`src/rtl/seq_div_pkg.sv`:
```
// seq_div_pkg: shared definitions for the sequential divider.
// The 2-bit state encodings match those the ALU controller decodes, so keep
// the values fixed if states are ever added.
package seq_div_pkg;

    typedef enum logic [1:0] {
        ST_IDLE = 2'd0,
        ST_RUN  = 2'd1,
        ST_DONE = 2'd2
    } state_t;

endpackage

```
`src/rtl/div_trial_sub.sv`:
```
// div_trial_sub: W-bit trial subtractor for the restoring divider.
// Ports:
//   x      in  W    partial remainder after shift
//   y      in  W    zero-extended divisor
//   diff   out W-1  low bits of x - y
//   borrow out 1    MSB of x - y; set when the trial subtraction went negative
module div_trial_sub #(
    parameter int W = 9
) (
    input  logic [W-1:0] x,
    input  logic [W-1:0] y,
    output logic [W-2:0] diff,
    output logic         borrow
);

    assign {borrow, diff} = x - y;

endmodule

```
`src/rtl/seq_div.sv`:
```
// seq_div: multi-cycle restoring divider, one quotient bit per clock.
// Ports:
//   clk          in   clock, rising edge
//   rst_n        in   asynchronous active-low reset
//   start        in   request, accepted when not busy
//   a, b         in   dividend / divisor, sampled on the accepting edge
//   busy         out  iteration in progress
//   done         out  one-cycle pulse, results valid
//   quotient     out  held until the next operation completes
//   remainder    out  held until the next operation completes
//   div_by_zero  out  set with done when b == 0
//
// state   | meaning
// --------+--------------------------------------------------------------
// ST_IDLE | waiting for start
// ST_RUN  | iterating, cnt_q counts down remaining iterations to zero
// ST_DONE | done pulse cycle; a new start is accepted here as in IDLE
module seq_div
    import seq_div_pkg::*;
#(
    parameter int N      = 8,
    parameter bit SIGNED = 1'b0
) (
    input  logic         clk,
    input  logic         rst_n,
    input  logic         start,
    input  logic [N-1:0] a,
    input  logic [N-1:0] b,
    output logic         busy,
    output logic         done,
    output logic [N-1:0] quotient,
    output logic [N-1:0] remainder,
    output logic         div_by_zero
);

    localparam int CW = $clog2(N);

    state_t        state_q, state_d;
    logic [CW-1:0] cnt_q, cnt_d;
    logic [N-1:0]  p_q, p_d;
    logic [N-1:0]  d_q, d_d;
    logic [N-1:0]  b_q, b_d;
    logic          qneg_q, qneg_d;
    logic          rneg_q, rneg_d;
    logic          busy_q, busy_d;
    logic          done_q, done_d;
    logic          dbz_q, dbz_d;
    logic [N-1:0]  quot_q, quot_d;
    logic [N-1:0]  rem_q, rem_d;

    // Signed operands are reduced to magnitudes at load; -2^(N-1) maps to
    // 2^(N-1), which still fits as an unsigned N-bit magnitude.
    logic         a_neg, b_neg;
    logic [N-1:0] a_mag, b_mag;
    assign a_neg = SIGNED && a[N-1];
    assign b_neg = SIGNED && b[N-1];
    assign a_mag = a_neg ? (-a) : a;
    assign b_mag = b_neg ? (-b) : b;

    // The stored partial remainder is always < B, so only N bits are kept;
    // bit N of the shifted value comes back in through the subtractor.
    logic [N:0]   p_shift;
    logic [N-1:0] t_diff;
    logic         t_borrow;
    logic [N-1:0] p_next, d_next;

    assign p_shift = {p_q, d_q[N-1]};

    div_trial_sub #(.W(N + 1)) u_trial (
        .x      (p_shift),
        .y      ({1'b0, b_q}),
        .diff   (t_diff),
        .borrow (t_borrow)
    );

    assign p_next = t_borrow ? p_shift[N-1:0] : t_diff;
    assign d_next = {d_q[N-2:0], ~t_borrow};

    always_comb begin
        state_d = state_q;
        cnt_d   = cnt_q;
        p_d     = p_q;
        d_d     = d_q;
        b_d     = b_q;
        qneg_d  = qneg_q;
        rneg_d  = rneg_q;
        busy_d  = busy_q;
        done_d  = 1'b0;
        dbz_d   = dbz_q;
        quot_d  = quot_q;
        rem_d   = rem_q;

        case (state_q)
            ST_IDLE, ST_DONE: begin
                state_d = ST_IDLE;
                busy_d  = 1'b0;
                if (start) begin
                    if (b == '0) begin
                        state_d = ST_DONE;
                        done_d  = 1'b1;
                        quot_d  = '1;
                        rem_d   = a;
                        dbz_d   = 1'b1;
                    end else begin
                        state_d = ST_RUN;
                        busy_d  = 1'b1;
                        cnt_d   = CW'(N - 1);
                        p_d     = '0;
                        d_d     = a_mag;
                        b_d     = b_mag;
                        qneg_d  = a_neg ^ b_neg;
                        rneg_d  = a_neg;
                    end
                end
            end
            ST_RUN: begin
                p_d   = p_next;
                d_d   = d_next;
                cnt_d = cnt_q - 1'b1;
                if (cnt_q == '0) begin
                    state_d = ST_DONE;
                    busy_d  = 1'b0;
                    done_d  = 1'b1;
                    dbz_d   = 1'b0;
                    quot_d  = qneg_q ? (-d_next) : d_next;
                    rem_d   = rneg_q ? (-p_next) : p_next;
                end
            end
            default: begin
                state_d = ST_IDLE;
                busy_d  = 1'b0;
            end
        endcase
    end

    always_ff @(posedge clk or negedge rst_n) begin
        if (!rst_n) begin
            state_q <= ST_IDLE;
            cnt_q   <= '0;
            p_q     <= '0;
            d_q     <= '0;
            b_q     <= '0;
            qneg_q  <= 1'b0;
            rneg_q  <= 1'b0;
            busy_q  <= 1'b0;
            done_q  <= 1'b0;
            dbz_q   <= 1'b0;
            quot_q  <= '0;
            rem_q   <= '0;
        end else begin
            state_q <= state_d;
            cnt_q   <= cnt_d;
            p_q     <= p_d;
            d_q     <= d_d;
            b_q     <= b_d;
            qneg_q  <= qneg_d;
            rneg_q  <= rneg_d;
            busy_q  <= busy_d;
            done_q  <= done_d;
            dbz_q   <= dbz_d;
            quot_q  <= quot_d;
            rem_q   <= rem_d;
        end
    end

    assign busy        = busy_q;
    assign done        = done_q;
    assign quotient    = quot_q;
    assign remainder   = rem_q;
    assign div_by_zero = dbz_q;

endmodule

```
`config.mk`:
```
export PLATFORM = sky130hd
export DESIGN_NAME = seq_div
export DESIGN_NICKNAME = d
export VERILOG_FILES = /design/src/rtl/seq_div_pkg.sv /design/src/rtl/div_trial_sub.sv /design/src/rtl/seq_div.sv
export SDC_FILE = /design/constraint.sdc
export NUM_CORES = 1
export LEC_CHECK = 0
export CAP_MARGIN = 30
export CORE_MARGIN = 3
export CORE_UTILIZATION = 45
export DETAILED_ROUTE_END_ITERATION = 6
export GPL_TIMING_DRIVEN = 0
export MAX_ROUTING_LAYER = met4
export PLACE_DENSITY = 0.69
export REMOVE_ABC_BUFFERS = 1
export SLEW_MARGIN = 20
export SYNTH_ARGS = -nofsm -noshare
export SYNTH_HDL_FRONTEND = slang
export SYNTH_SLANG_ARGS = --single-unit
```
`constraint.sdc`:
```
create_clock -name clk -period 4.6 [get_ports clk]
set_input_delay 0.69 -clock clk [delete_from_list [all_inputs] [get_ports clk]]
set_output_delay 0.69 -clock clk [all_outputs]
set_load 0.02 [all_outputs]
```
Yosys cells after proc, flatten, opt, wreduce, memory -nomap -nowiden
Index checks and enable logic that the tools add are counted.

Memories kept: 0. Bits in latches: 0. Output and inout port bits: 19. Bits in registers: 48. Word-level logic and storage cells: 61. Input port bits: 19. RAM bits: 0. Memory bits (read-only): 0.

Shift operators: 0. Mux-type cells: 33. $add $sub $neg: 2. Bitwise operators: 2. Multipliers: 0. Equal/unequal tests: 6. Reductions and logical operators: 8. Divide/modulo/power cells: 0. Magnitude comparators: 0.

Operators by type and width (number): 8-bit 2-to-1 mux (11); 8-bit one-hot mux with 2 select lines (4); 9-bit by 8-bit subtractor with 9-bit output (1); 8-bit zero test (1); 1-bit 2-to-1 mux (8); 2-bit inequality test, second input constant (4); 2-bit 2-to-1 mux (3); 3-bit 2-to-1 mux (2); 1-bit one-hot mux with 2 select lines (3); 3-bit one-hot mux with 2 select lines (1); 3-bit AND reduction (2); 2-bit one-hot mux with 2 select lines (1); 4-bit AND reduction (1); 3-bit zero test (1); 3-bit by 1-bit subtractor with 3-bit output, second input constant (1); 2-bit by 1-bit == test with 1-bit output, second input constant (1); 2-bit == test, second input constant (1); 2-bit zero test (1); 1-bit NOT (2); 2-bit nonzero test (1); 2-bit OR reduction (1).

Depth between registers and ports, before layout
Gate-level depths: netlist of run 1.

Depth in word-level cells: 4. Mapped depth: 10. Gate-level depth less buffers: 10.

Cells and area by module
A second synthesis of run 1 with hierarchy kept.

Cell total of the unflattened synthesis: 261. Area total of the unflattened synthesis: 2524.9 µm².

By module, submodules not included: seq_div (cells an instance 202, times used 1, seq. area each 1201.2 µm², area an instance 2127.0 µm²); div_trial_sub (cells an instance 59, times used 1, seq. area each 0.0 µm², area an instance 397.9 µm²).

Worst setup path after synthesis of run 1
Ideal clock, no wire load.

Path kind: reg-to-reg. Start point: register d_q[7]. End point: register rem_q[2], in the netlist remainder[2]. Required time: 4.474 ns. Stages on the path, launching flop included: 11. Period minus slack after synthesis: 2.366 ns. Buffers on the path: 0. Setup slack: 2.234 ns. Setup time: 0.126 ns. Data arrival time: 2.240 ns. Cells stage by stage: dfrtp_1 inv_1 ha_1 inv_1 fa_1 a211oi_2 nor3_2 mux2i_2 nor3_2 and2_1 o32a_1.

Longest elaborated chain between the ends: 4.

RTL lines: start, declared (RTL line seq_div.sv:41) `logic [N-1:0] d_q, d_d;`; start signal, assigned (RTL line seq_div.sv:141) `d_q <= '0;`; start signal, assigned (RTL line seq_div.sv:154) `d_q <= d_d;`; 9-bit by 8-bit subtractor with 9-bit output (RTL line div_trial_sub.sv:16) `assign {borrow, diff} = x - y;`; 8-bit 2-to-1 mux (RTL line seq_div.sv:76) `assign p_next = t_borrow ? p_shift[N-1:0] : t_diff;`; 8-bit 2-to-1 mux (RTL line seq_div.sv:120) `if (cnt_q == '0) begin`; 8-bit one-hot mux with 2 select lines (RTL line seq_div.sv:93) `case (state_q)`; end signal, assigned (RTL line seq_div.sv:162) `rem_q <= rem_d;`; end, declared (RTL line seq_div.sv:49) `logic [N-1:0] rem_q, rem_d;`.

No other way between the ends. The select of a mux whose other input is x is not followed. A chain may end at the register's enable or synchronous reset.

Worst setup path after layout of run 1
Start point: input b[7]. End point: register rem_q[3], in the netlist remainder[3].

Longest elaborated chain between the ends: 3.

RTL lines: start, declared (RTL line seq_div.sv:28) `input logic [N-1:0] b,`; 8-bit zero test (RTL line seq_div.sv:98) `if (b == '0) begin`; 2-bit inequality test (no line); 4-bit AND reduction (no line).

No other way between the ends.

==> results.toml, run 1 <==
[logic_synthesis]
synth-simple-area-share_pct = 19.3
ys_async_sr_fraction_pct = 100
synthAdderAreaFrac_pct = 6.04
synth_top_family_by_area = "simple AND/OR/NAND/NOR gates"
synth_edf_count = 0
synth_area_sq_um = 2400
ys.flop_type = "dfrtp_1"
synthDistinctLibCells = 39
synth-xor-area-share_pct = 1.82
synth_compound_area_share_pct = 19.0
synth_seq_cells = 47
synthMuxAreaShare_pct = 1.41
avgSynthCellArea_sq_um = 9.61
synthesis.instances = 250
yosysSeqAreaShare_pct = 48.9
yosys_warnings = 0

[drt]
drt-pass1-iter-count = 4
vias = 1903
routed_wl_mm = 5.46
drc = 0
post_drt_wl_per_cell_microns = 15.4
drtIter0Drc = 102
ant_nets = 0
viasPerCell = 5.38

[die]
io_pins = 38
core_sq_um = 4940
dieHeight_microns = 79.1
rows = 25
fp.dieArea_sq_um = 6250
initial_core_util_pct = 48.6
die_x_microns = 79.1

[placement]
portBuffers = 37
place_hpwl_mm = 3.96
place_congestion = 0.770
place_area_sq_um = 2850

[finish]
layout.nets = 316
n_fill_cell = 454
syn_to_final_growth_pct = 22.1
antenna-diode-count = 0
drive_gt1_share_pct = 7.67
final_area_sq_um = 2940

[power]
leakagePower_nw = 1.27
pwr_density_cell_nw_per_um2 = 843
ir_drop_v = 0.000378

[worst_hold_path]
hp-class = "in -> async"

[setup_path]
required_ns = 4.78
arrival_ns = 2.91
crit_type = "in -> reg"
crit_path_end_kind = "flip-flop"
startpoint_type = "primary input"
path_max_fanout = 14

[timing]
hold_viol = 0
setup_violations = 0
min_period_over_period_pct = 59.4
fin_tns_setup_ns = 0
tightest_slew_ns = 0.858
slew_viol_final = 0
slew-limit-headroom_pct = 42.8
max_freq_ghz = 0.366
rsz0062_at_grt = "no"
min_period_ns = 2.73
clock_skew_ns = 0.00887

[clock_network]
postCtsSetupBuffers = 0
clk_latency_ns = 0.30
h-tree-depth = 2
post_cts_resized = 0
cts-root-buf = "clkbuf_8"
cts.path.max_buffers = 2
clkSlewWorstSetupHoldPaths_ns = 0.09
cts_tree = "done"
cts-hold-fix-buffers = 0
cts.sinks = 47
cts_inserted_buffers = 5

[grt]
grt_usage_pct = 19.3
grt_pass1_wl_mm = 9.22
antenna_found_initial = 0
grt_pass1_vias = 1846
grt_max_degree = 38
grt.overflow.total = 0

[run_status]
status = "finished clean"

[flow_run]
cap_violations = 0
==> path summary, 6_finish.rpt <==
check / startpoint / end / slack (ns) / depth (start not counted)
max: b[7] / remainder[3] / 1.87 / 7
min reg2reg: div_by_zero / div_by_zero / 0.49 / 1
min in group clk: div_by_zero / div_by_zero / 0.49 / 1
max in group asynchronous: rst_n / remainder[5] / 3.71 / 2
max reg2reg: d_q[7] / remainder[2] / 1.89 / 10
min: rst_n / b_q[0] / 0.37 / 1
==> cell families after synthesis <==
family,count (synthesis)
buffers and inverters,22
multiplexers,3
adder cells (fa/ha/maj),11
XOR/XNOR,5
AND/OR/NAND/NOR,98
AO/OA/AOI/OAI,64
flip-flops,47
==> area by class of cell <==
type	instances	area, sq um	share of cell area [%]
timing repair buffer	39	397	13.5
multi-input combinational	181	1150	39.1
clock buffer	6	72.6	2.47
inverter	12	45.0	1.53
sequential	47	1180	40.1
tap	67	83.8	2.86
clock inverter	2	12.5	0.426
==> flip-flops by register name, indices dropped and copies added, names as in the netlist <==
register     flops
busy             1
cnt_q            3
quotient         8
remainder        8
state_q          1
done             1
d_q              8
b_q              8
p_q              8
div_by_zero      1
==> worst max-delay path: stages <==
cell and delay, ns:
clkdlybuf4s50_1 0.42, nor4_1 0.46, nand2_1 0.17, o21ai_2 0.53
buf_6 0.24, nand2_1 0.06, o32a_1 0.32
==> per-layer routing <==
metal  global-route usage [%]  part of all wire [%]  wire (microns)
met1                     27.2                    48            2630
met2                     28.6                    46            2530
met3                     4.08                   4.7             254
met4                     5.15                  0.81              44
met5                        -                     0               0
==> where the power goes <==
group / internal, W / leakage, nW / switching, W / total (W)
logic: 0.000650 / 0.684 / 0.000838 / 0.00149
registers: 0.000619 / 0.547 / 0.000122 / 0.000741
clock network: 0.000106 / 0.0412 / 0.000138 / 0.000245
total: 0.00138 / 1.27 / 0.00110 / 0.00247
==> Yosys cell counts (2+ instances only) <==
| cell | number | share of area, % |
|---|---|---|
| o211ai_2 | 2 | 1.0 |
| a21oi_1 | 9 | 1.9 |
| buf_2 | 2 | 0.42 |
| xnor2_1 | 3 | 1.1 |
| o32a_1 | 5 | 2.1 |
| nor2_1 | 18 | 2.8 |
| inv_1 | 12 | 1.9 |
| a31oi_1 | 9 | 2.3 |
| buf_1 | 2 | 0.31 |
| nor4_1 | 2 | 0.52 |
| nand2_1 | 49 | 7.7 |
| mux2i_1 | 2 | 0.83 |
| ha_1 | 10 | 5.2 |
| nor3_2 | 2 | 0.83 |
| o21ai_0 | 15 | 3.1 |
| clkbuf_1 | 6 | 0.94 |
| o22a_1 | 8 | 2.9 |
| dfrtp_1 | 47 | 49 |
| xor2_1 | 2 | 0.73 |
| and2_1 | 5 | 1.3 |
| a21o_1 | 2 | 0.62 |
| nand2b_1 | 4 | 1.0 |
| o2111ai_1 | 2 | 0.73 |
| nand3_1 | 4 | 0.83 |
| a211o_1 | 6 | 2.2 |
| nor2b_1 | 5 | 1.3 |
| nor3_1 | 5 | 1.0 |
==> layout by cell type, fill, tap and decap left out, drive strengths merged, types with 6 or more instances in the layout <==
cell type and n:
a211o 6, a21oi 9, a31oi 9, clkbuf 6, clkdlybuf4s50 36, dfrtp 47, ha 10, inv 12
nand2 49, nor2 19, nor3 7, o21ai 17, o22a 8
==> metrics by stage <==
step / instances / total power (W) / utilization, % / hold slack (ns) / setup slack (ns)
after floorplan: 240 / 0.00179 / - / 0.394 / 2.19
after global placement: 344 / 0.00220 / 57.0 / 0.472 / 1.41
after detailed placement: 346 / 0.00223 / 57.7 / 0.479 / 1.53
after CTS: 354 / 0.00250 / 59.4 / 0.377 / 1.83
after global routing: 354 / 0.00269 / 59.4 / 0.402 / 1.64
final: 354 / 0.00248 / 59.4 / 0.369 / 1.87
Note: power is estimated with default switching activity, not from simulation.
==> run 2: changes to the inputs <==
--- a/config.mk
+++ b/config.mk
@@ -11,7 +11,7 @@
 export DETAILED_ROUTE_END_ITERATION = 6
 export GPL_TIMING_DRIVEN = 0
 export MAX_ROUTING_LAYER = met4
-export PLACE_DENSITY = 0.69
+export PLACE_DENSITY = 0.71
 export REMOVE_ABC_BUFFERS = 1
 export SLEW_MARGIN = 20
 export SYNTH_ARGS = -nofsm -noshare
==> constraint.sdc (replaced) <==
create_clock -name clk -period 2.5 [get_ports clk]
set_input_delay 0.375 -clock clk [delete_from_list [all_inputs] [get_ports clk]]
set_output_delay 0.375 -clock clk [all_outputs]
set_load 0.02 [all_outputs]
==> run 2 against run 1 <==
Against the previous run: non-clock buffer count up 9; die area unchanged; sequential share of layout area down 1.8 points; register-to-register slack worse by 1.8 ns; global-route usage up 0.87 points; highest routed layer unchanged; design area up 4.8%; critical path depth up 5; first-iteration DRC count up 9.8%; worst setup slack worse by 1.8 ns; largest power group unchanged.
==> results.toml, run 2 (same netlist as run 1, synthesis figures left out) <==
[setup_path]
r2r_setup_slack_ns = 0.05
rr_worst_depth = 12
slowest_delay_ns = 0.41
rr_endpoint = "remainder[7]"
cp_cell_sequence = "inv_2 > ha_4 > inv_2 > fa_2 > a211oi_4 > nor3_2 > mux2i_2 > buf_4 > nor2_4 > buf_6 > or3b_4 > o211ai_2"
r2r_start = "d_q[7]"
required_ns = 2.73
startpoint_type = "flip-flop"
path_max_fanout = 4
cpMaxStageDelayCell = "or3b_4"
crit_path_end_kind = "flip-flop"
arrival_ns = 2.67
crit_type = "reg -> reg"
path_common_cell = "inv_2"
critPathCapture = "remainder[7]"
cp-startpoint = "d_q[7]"

[drt]
drt-pass1-iter-count = 4
ant_nets = 0
routed.top_layer = "met4"
met3_length_microns = 204
drtIter0Drc = 112
viasPerCell = 5.42
wl_met2_mm = 2.59
post_drt_wl_per_cell_microns = 15.7
vias = 1963
drc = 0
routed_wl_mm = 5.68
wl_met1_mm = 2.83

[finish]
final_common_cell = "nand2_1"
antenna-diode-count = 0
syn_to_final_growth_pct = 28.0
layout.nets = 325
drive_gt1_share_pct = 12.9
final_area_sq_um = 3080
multiInputGateArea_sq_um = 1200
final_cell_count_no_fill = 362
n_fill_cell = 465
seq_area_sq_um = 1180
most-common-layout-cells = "nand2_1 (49), dfrtp_1 (47), clkdlybuf4s50_1 (36), nor2_1 (18), o21ai_0 (15)"

[timing]
setup_violations = 0
whs_ns = 0.0412
tightest_slew_ns = 0.877
min_period_ns = 2.45
slew_viol_final = 0
min_period_over_period_pct = 97.9
rsz0062_at_grt = "yes"
max_freq_ghz = 0.409
setup_ws_ns = 0.0524
clock_skew_ns = 0.00598
hold_viol = 0
slew-limit-headroom_pct = 41.6

[grt]
antenna_found_initial = 0
grt.overflow.total = 0
grt_pass1_vias = 1981
grt_usage_pct = 20.2
grt_pass1_wl_mm = 9.65
grt_max_degree = 38

[placement]
post-place-ws_ns = -0.235
place_hpwl_mm = 3.93
place_congestion = 0.806
portBuffers = 37
dpl.cell_count = 346
place_area_sq_um = 2850

[clock_network]
cts_tree = "done"
cts.path.max_buffers = 2
cts-root-buf = "clkbuf_8"
clkSlewWorstSetupHoldPaths_ns = 0.09
clk_latency_ns = 0.30
h-tree-depth = 2
cts_inserted_buffers = 5
cts.sinks = 47

[die]
rows = 25
die_x_microns = 79.1
dieHeight_microns = 79.1
core_sq_um = 4940
io_pins = 38
initial_core_util_pct = 48.6
fp.dieArea_sq_um = 6250

[power]
ir_drop_v = 0.000694
pwr_density_cell_nw_per_um2 = 1650
switching_share_pct = 43.3
intPower_w = 0.00288
clock_power_share_pct = 8.7
design_power_total_w = 0.00508
combPwrFrac_pct = 64.2
leakagePower_nw = 1.33
netSwitchingPower_w = 0.00220
power_frac_seq_pct = 27.1

[run_status]
status = "finished clean"

[worst_hold_path]
hp-class = "in -> async"

[flow_run]
cap_violations = 0
-- run 2: cell count changes in the layout (fill, tap and decap cells not counted), sizes merged --
| cell | previous run | this run |
|---|---|---|
| buf | 3 | 12 |
| clkbuf | 6 | 5 |
| clkinv | 1 | 2 |
| clkinvlp | 1 | 0 |
-- run 2: power by group through the flow --
stage | clock, W | sequential [W] | combinational, W
after global routing | 0.000488 | 0.00143 | 0.00360
after global placement | 0 | 0.00137 | 0.00267
after CTS | 0.000452 | 0.00137 | 0.00315
after floorplan | 0 | 0.00150 | 0.00179
final | 0.000442 | 0.00138 | 0.00326
after detailed placement | 0 | 0.00138 | 0.00274
-- run 2: area by class of cell --
cell class                      instances  share of cell area [%]
Timing Repair Buffer                   48                    15.7
Inverter                               12                    1.46
Tap cell                               67                    2.73
Sequential cell                        47                    38.2
Multi-Input combinational cell        181                    39.1
Clock inverter                          2                   0.448
Clock buffer                            5                    2.24
-- run 2: timing repair --
action                     4_1_cts  5_1_grt
pin swaps                        7        4
hold buffers                     0        0
setup endpoints to repair       17       13
gates resized for setup         11        4
setup buffers                    8        1
-- run 2: how the worst min path moves through the flow --
stage,depth (start not counted),end,startpoint,slack [ns]
detailed placement,1,b_q[5],rst_n,0.37
CTS,1,state_q[1],rst_n,0.05
global route,1,div_by_zero,rst_n,0.06
floorplan,0,b_q[0],rst_n,0.08
finish,1,b_q[0],rst_n,0.04
global placement,1,quotient[3],quotient[3],0.47
-- run 2: routing by layer --
metal  up-vias  track usage (%)
met2        36             31.2
li1        963                -
met5         -                -
met1       958             28.1
met4         0             4.12
met3         6             3.85
-- run 2: stage by stage --
stage          util, %  setup TNS, ns
2_1_floorplan        -              0
3_3_place_gp      57.0         -16.96
3_5_place_dp      57.7          -1.91
4_1_cts           61.5              0
5_1_grt           62.2        -0.0401
6_report          62.2              0
-- run 2: worst max-delay path: cells and delay by family (launching register included) --
| kind | cells | cell delay (ns) |
|---|---|---|
| and+or+nand+nor | 3 | 0.54 |
| AOI/OAI and AO/OA | 2 | 0.40 |
| adders and majority gates | 2 | 0.49 |
| muxes | 1 | 0.16 |
| DFF | 1 | 0.38 |
| buffers and inverters | 4 | 0.40 |
